## config.mk

```make
export PLATFORM = sky130hd
export DESIGN_NAME = gcd_datapath
export DESIGN_NICKNAME = d
export VERILOG_FILES = /design/src/rtl/gcd_datapath.sv
export SDC_FILE = /design/constraint.sdc
export NUM_CORES = 1
export LEC_CHECK = 0
export ABC_AREA = 1
export CORE_AREA = 2 2 113 115
export CTS_BUF_LIST = sky130_fd_sc_hd__clkbuf_8
export CTS_CLUSTER_SIZE = 25
export DETAILED_ROUTE_END_ITERATION = 8
export DIE_AREA = 0 0 115 117
export PLACE_DENSITY_LB_ADDON = 0.3
export SLEW_MARGIN = 25
export SYNTH_ARGS = -nofsm -noshare
export SYNTH_HDL_FRONTEND = slang
export SYNTH_SLANG_ARGS = --single-unit
```

## constraint.sdc

```tcl
create_clock -name clk -period 2 [get_ports clk]
set_input_delay 0.2 -clock clk [delete_from_list [all_inputs] [get_ports clk]]
set_output_delay 0.2 -clock clk [all_outputs]
set_load 0.02 [all_outputs]
```

## src/rtl/gcd_datapath.sv

```systemverilog
// Operand/arithmetic datapath for subtract-based Euclid GCD, steered by an external control FSM.
// Latency: one Euclid step per compute cycle; result_valid rises one cycle after the done cycle.
// No backpressure: strobes act in the cycle they are seen. load beats compute and done.
//
// Ports:
//   clk, rst_n          clock and asynchronous active-low reset
//   load/compute/done   FSM strobes: capture operands / one subtraction step / capture result
//   a_in, b_in          operands, sampled only while load=1
//   cpr                 comparator code to the FSM: 00 ra>rb, 01 ra<rb, 10 equal or terminal
//   result              GCD of the last loaded pair, meaningful while result_valid=1
//   iter_count          saturating count of subtraction steps since the last load
//   zero_operand        at least one registered operand is zero
module gcd_datapath #(
   parameter int WIDTH = 16,
   parameter int CNT_W = 16
) (
   input  logic             clk,
   input  logic             rst_n,
   input  logic             load,
   input  logic             compute,
   input  logic             done,
   input  logic [WIDTH-1:0] a_in,
   input  logic [WIDTH-1:0] b_in,
   output logic [1:0]       cpr,
   output logic [WIDTH-1:0] result,
   output logic             result_valid,
   output logic [CNT_W-1:0] iter_count,
   output logic             zero_operand
);

   logic [WIDTH-1:0] ra;
   logic [WIDTH-1:0] rb;
   logic [WIDTH-1:0] result_r;
   logic             valid_r;
   logic [CNT_W-1:0] cnt;

   logic             terminal;
   logic             a_gt_b;
   logic             step;
   logic             cnt_max;

   // Comparator: a function of the registered operands only, so the FSM
   // never sees a combinational path from the operand inputs or strobes.
   // A zero operand is terminal: subtracting would never converge.
   always_comb begin
      zero_operand = (ra == '0) | (rb == '0);
      a_gt_b       = (ra > rb);
      terminal     = zero_operand | (ra == rb);
      // Built so the upper bit and lower bit can never both be set:
      // the 11 code is structurally unreachable.
      cpr          = {terminal, ~terminal & ~a_gt_b};
   end

   // A real subtraction happens only on a non-terminal compute cycle that
   // is not overridden by a simultaneous load.
   assign step    = compute & ~load & ~terminal;
   assign cnt_max = &cnt;

   // Operand registers. The larger operand is always the minuend, so the
   // unsigned subtraction cannot wrap.
   always_ff @(posedge clk or negedge rst_n) begin
      if (!rst_n) begin
         ra <= '0;
         rb <= '0;
      end else if (load) begin
         ra <= a_in;
         rb <= b_in;
      end else if (step) begin
         if (a_gt_b) begin
            ra <= ra - rb;
         end else begin
            rb <= rb - ra;
         end
      end
   end

   // Iteration counter, saturating so a long run never wraps back to a
   // small misleading value.
   always_ff @(posedge clk or negedge rst_n) begin
      if (!rst_n) begin
         cnt <= '0;
      end else if (load) begin
         cnt <= '0;
      end else if (step && !cnt_max) begin
         cnt <= cnt + 1'b1;
      end
   end

   // Result capture. Only the first done after a load captures; later done
   // cycles hold. When compute and done coincide the pre-step operands are
   // used, which is harmless because the FSM only raises done once cpr=10.
   // gcd(x,0)=x and gcd(0,0)=0 both fall out of picking rb when ra is zero.
   always_ff @(posedge clk or negedge rst_n) begin
      if (!rst_n) begin
         result_r <= '0;
         valid_r  <= 1'b0;
      end else if (load) begin
         valid_r  <= 1'b0;
      end else if (done && !valid_r) begin
         result_r <= (ra == '0) ? rb : ra;
         valid_r  <= 1'b1;
      end
   end

   assign result       = result_r;
   assign result_valid = valid_r;
   assign iter_count   = cnt;

endmodule

```

==> Yosys cells after proc, flatten, opt, wreduce, memory -nomap -nowiden <==
Cells that the tools add are included.
{ "word_totals": {"reg_bits": 65, "latch_bits": 0, "ram_bits": 0, "romBits": 0, "in_bits": 37, "out_inout_bits": 36, "elab_cells": 44, "n_memories": 0} }
{ "op_classes": {"add_sub_neg": 3, "multipliers": 0, "div": 0, "order_cmp": 1, "n_eq_ne": 2, "shifts": 0, "muxes": 11, "n_bitwise": 8, "n_reduce_logical": 14} }
{ "op_table": {"columns": ["operator", "n"], "rows": [
  ["16-bit 2-to-1 mux", 9],
  ["16-bit logical NOT", 2],
  ["16-bit subtractor", 2],
  ["16-bit by 1-bit adder with 16-bit output (second input constant)", 1],
  ["16-bit == test", 1],
  ["16-bit greater-than comparator", 1],
  ["16-bit AND reduction", 1],
  ["2-bit nonzero test", 4],
  ["2-bit AND reduction", 3],
  ["1-bit AND", 3],
  ["1-bit inverter", 3],
  ["1-bit logical AND", 2],
  ["1-bit logical NOT", 2],
  ["1-bit 2-to-1 mux", 2],
  ["2-bit inequality test (second input constant)", 1],
  ["1-bit bitwise OR", 2]
]} }

==> Depth between registers and ports, before layout <==
{ "depth": {"ltp_word": 8, "mapped_depth": 16, "depth_no_buf": 14} }

==> Least setup slack after synthesis <==
Ideal clock, no wire load.
{ "synth_timing": {"kind": "register -> register", "start": "reg ra[0]", "end": "reg ra[10]", "setup_time_ps": 129, "arrival_time_ps": 1902, "t_required_ps": 1871, "path_slack_ps": -31, "path_stages_with_launch": 15, "n_path_buf": 1, "period_less_slack_ps": 2031, "cell_sequence": "dfrtp_1 inv_1 ha_1 fa_1 inv_1 nand3_1 nand2_2 nand2_4 nand2_4 nand2_2 nand2_4 nand2_4 buf_6 nand3_1 nand3_1"} }
{ "synth_via": {"elab_chain_len": 7, "word_cells_on_any_way": 14, "cone_classes": "add/sub (1); order compare (1); eq/ne (1); mux (3); bitwise (4); reduce/logical (4)"} }
{ "synth_lines": {"columns": ["item", "line", "source"], "rows": [
  ["start: declaration", "31", "logic [WIDTH-1:0] ra;"],
  ["start signal: assignment", "66", "ra <= a_in;"],
  ["start signal: assignment", "70", "ra <= ra - rb;"],
  ["branches (longest 7 deep; another with 16-bit subtractor)", null, null]
]} }
Several ways; the timed one is not identified. The select of a mux whose other input is x is not followed.
A chain may end at the register's enable or synchronous reset.

==> Worst setup path in the final report <==
{ "layout_timing": {"start": "reg ra[0]", "end": "out cpr[0]"} }
{ "layout_via": {"elab_chain_len": 5, "word_cells_on_any_way": 8, "cone_classes": "order compare (1); eq/ne (1); bitwise (5); reduce/logical (1)"} }
{ "layout_lines": {"columns": ["item", "line", "source"], "rows": [
  ["branches (longest 4 deep; another with 16-bit greater-than comparator)", null, null],
  ["1-bit AND *", "51", "cpr = {terminal, ~terminal & ~a_gt_b};"],
  ["end: declaration", "24", "output logic [1:0] cpr,"]
]} }
Mark *: on every way between the ends.

==> key figures <==
Setup path
  • R2R Path Start: rb[9]
  • Worst path arrival time: 1.97 ns
  • Reg2reg setup slack: -0.13 ns
  • Reg2reg path depth: 15
  • CP required: 1.80 ns
  • R2r endpoint: rb[9]
  • Worst setup SP type: register
  • CP Capture Type: output pin
  • Critical path class: register to output pin
  • Crit-path max FO: 2

GRT
  • Grt ovf: 0
  • Total GRT Usage: 28.80%
  • Largest net degree at the start of global routing: 66
  • First-pass GRT wire length: 29.53 mm
  • Initial antenna violation count: 0
  • Vias in the first global route: 5859

Timing
  • Final setup fails: 48
  • Slew HR: 53.60%
  • Max-slew violation count: 0
  • F_max: 460.0 MHz
  • Fin crit period: 2.174 ns
  • Final period utilization: 108.7%
  • Worst-margin pin slew: 0.6961 ns
  • Final setup margin: -0.1738 ns
  • Unrepaired setup endpoints after global routing: yes
  • Final setup skew: 0.01023 ns
  • Final hold violation count: 0

Floorplanning
  • Die Y: 117 microns
  • Die area: 13460 sq um
  • Die width: 115 microns
  • I/O Pins: 73
  • Core box area: 12310 sq um
  • FP Rows: 41
  • Initial Utilization: 45.13%

Worst hold path
  • Hold Path Stages: 4
  • Hold Crit Class: input pin to register
  • WHS Endpoint: iter_count[0]
  • Hold Crit Start: load

CTS
  • TritonCTS clock tree: done
  • Total CTS buffers: 9
  • Clk pin slew, worst setup/hold paths: 0.08 ns
  • Sink Count: 65
  • H-tree depth: 3
  • Root Driver: clkbuf_8
  • Max clock buf depth: 2
  • Clk_lat worst skew: 0.38 ns

Synth
  • Synth async-reset ratio: 100.0%
  • Yosys cell types: 39
  • Most common cell in the netlist: nand2_1
  • Synth area leaders: dfrtp_1, nand2_1, nand3_1
  • Post-Syn Nets: 876
  • Avg Cell Area, Syn: 6.903 sq um
  • Most frequent cells after synthesis: nand2_1, inv_1, nand3_1
  • Synthesized area: 5557 sq um
  • Flop and latch count out of synthesis: 65
  • EDFF count, synth: 0
  • Primary FF master, synth: dfrtp_1
  • Synth warn: 0
  • Synth Instances: 805
  • Xor and xnor area share after synthesis: 3.783%
  • Mux share of post-synthesis cell area: 0%
  • Sequential area share after synthesis: 29.27%
  • Largest family of logic cells by synthesized area: simple AND/OR/NAND/NOR gates
  • Synth Area in Simple Gates: 38.35%
  • Area share of fa/ha/maj cells after synthesis: 7.926%
  • Synth Area in Compound Gates: 10.04%
  • Synth top area share: 29.27%
  • Leading area contributor after synthesis: dfrtp_1

Power
  • VDD IR max: 0.0006061 V
  • PD cells: 1727 nW/um^2
  • Leakage: 4.150 nW

Route
  • WL/cell: 16.71 microns
  • Drt first pass iters: 5
  • Post-DRT Antenna Nets: 0
  • Post-route DRC violation count: 0
  • Via density: 5.259
  • Total wire length: 19.51 mm
  • Via count: 6143
  • DR iter-0 viols: 424

Finish
  • Ratio of cells with drive above 1 in the final layout: 36.05%
  • Layout Nets: 1086
  • Fin area: 8491 sq um
  • Layout Area Growth over Synthesis: 52.80%
  • Diodes inserted: 0
  • Non-filler instance count after layout: 1168

Placement
  • Dpl cells: 1127
  • Port Buffer Count: 72
  • HPWL after detailed placement: 13.31 mm
  • Gpl congestion: 0.9220
  • Dpl ws: -0.2367 ns
  • Placed cell area: 7273 sq um

Outcome
  • Outcome: finished with violations
  • Failing checks: negative setup slack

Flow run
  • Max Cap Viol: 0
-- final cells by class --
class,count,area [sq um]
clock inverters,2,37.54
inverters,110,429.2
repair buffers,220,1972
fillers,978,3821
clock buffers,12,165.2
flip-flops and latches,65,1630
multi-input cells,609,4069
well taps,150,187.7
-- metal layers --
| metal | track usage (%) | vias up | wire length [microns] |
|---|---|---|---|
| li1 | - | 2965 | - |
| met5 | 0 | - | 0 |
| met1 | 37.31 | 2897 | 8113 |
| met2 | 48.51 | 224 | 9444 |
| met3 | 4.171 | 57 | 1221 |
| met4 | 11.89 | 0 | 734 |
-- flip-flops by register name, summed over array words and instances, names as in the netlist --
| name | cells |
|---|---|
| result_valid | 1 |
| result | 16 |
| rb | 16 |
| ra | 16 |
| iter_count | 16 |
-- repair_timing --
item | in CTS | in global routing
endpoints found under the setup margin | 51 | 51
hold buffers | 1 | 0
pin swaps | 22 | 47
endpoints found under the hold margin | 65 | 0
buffers inserted | 17 | 9
gates resized for setup | 89 | 106
cloned | 2 | 1
-- logic make-up after synthesis --
| logic type | after synthesis |
|---|---|
| AND/OR/NAND/NOR | 466 |
| AO/OA/AOI/OAI | 82 |
| buffers and inverters | 134 |
| adder cells (fa/ha/maj) | 34 |
| flip-flops | 65 |
| XOR/XNOR | 24 |
-- critical path: stages, from the launching register on --
cell,delay [ns]
dfrtp_1,0.36
inv_2,0.06
ha_4,0.16
fa_2,0.35
inv_2,0.07
nand3_2,0.06
nand2_2,0.11
nand2_4,0.07
nand2_4,0.07
nand2_4,0.05
nand2_4,0.07
nor2_4,0.04
buf_6,0.12
-- stage by stage --
step | hold slack (ns) | setup TNS [ns] | util [%] | power [mW]
floorplan | -0.09559 | 0 | - | 7.423
global placement | 0.2527 | -3.645 | 59.08 | 11.09
detailed placement | 0.2530 | -4.723 | 59.08 | 11.18
CTS | 0.2202 | -3.778 | 65.12 | 13.62
global route | 0.2521 | -7.267 | 68.96 | 15.76
finish | 0.2440 | -3.805 | 68.96 | 14.66
-- layout by cell type (no fill, tap or decap), types with 15 or more instances in the layout --
master,instances
buf_4,126
inv_2,26
dfrtp_1,62
nand3_2,40
xor2_1,23
inv_1,79
nor2_1,64
nand2_1,217
o21a_1,16
clkdlybuf4s50_1,67
a21oi_1,16
o211ai_1,15
ha_4,16
nand3_1,56
nand2_2,37
buf_6,16
-- report_power, final --
| group | switching (mW) | total [mW] | internal (mW) |
|---|---|---|---|
| logic | 6.10 | 11.3 | 5.17 |
| clock network | 0.580 | 1.24 | 0.665 |
| registers | 0.404 | 2.14 | 1.74 |
| total | 7.09 | 14.7 | 7.57 |
-- how the worst max path moves through the flow --
stage	startpoint	endpoint	slack, ns	cells past startpoint
floorplan	ra[0]	ra[10]	0.02	14
global placement	ra[0]	cpr[0]	-0.22	12
detailed placement	ra[7]	cpr[0]	-0.24	10
CTS	rb[0]	cpr[0]	-0.20	11
global route	rb[0]	cpr[0]	-0.23	11
finish	ra[0]	cpr[0]	-0.17	12
Note: power is estimated with default switching activity, not from simulation.
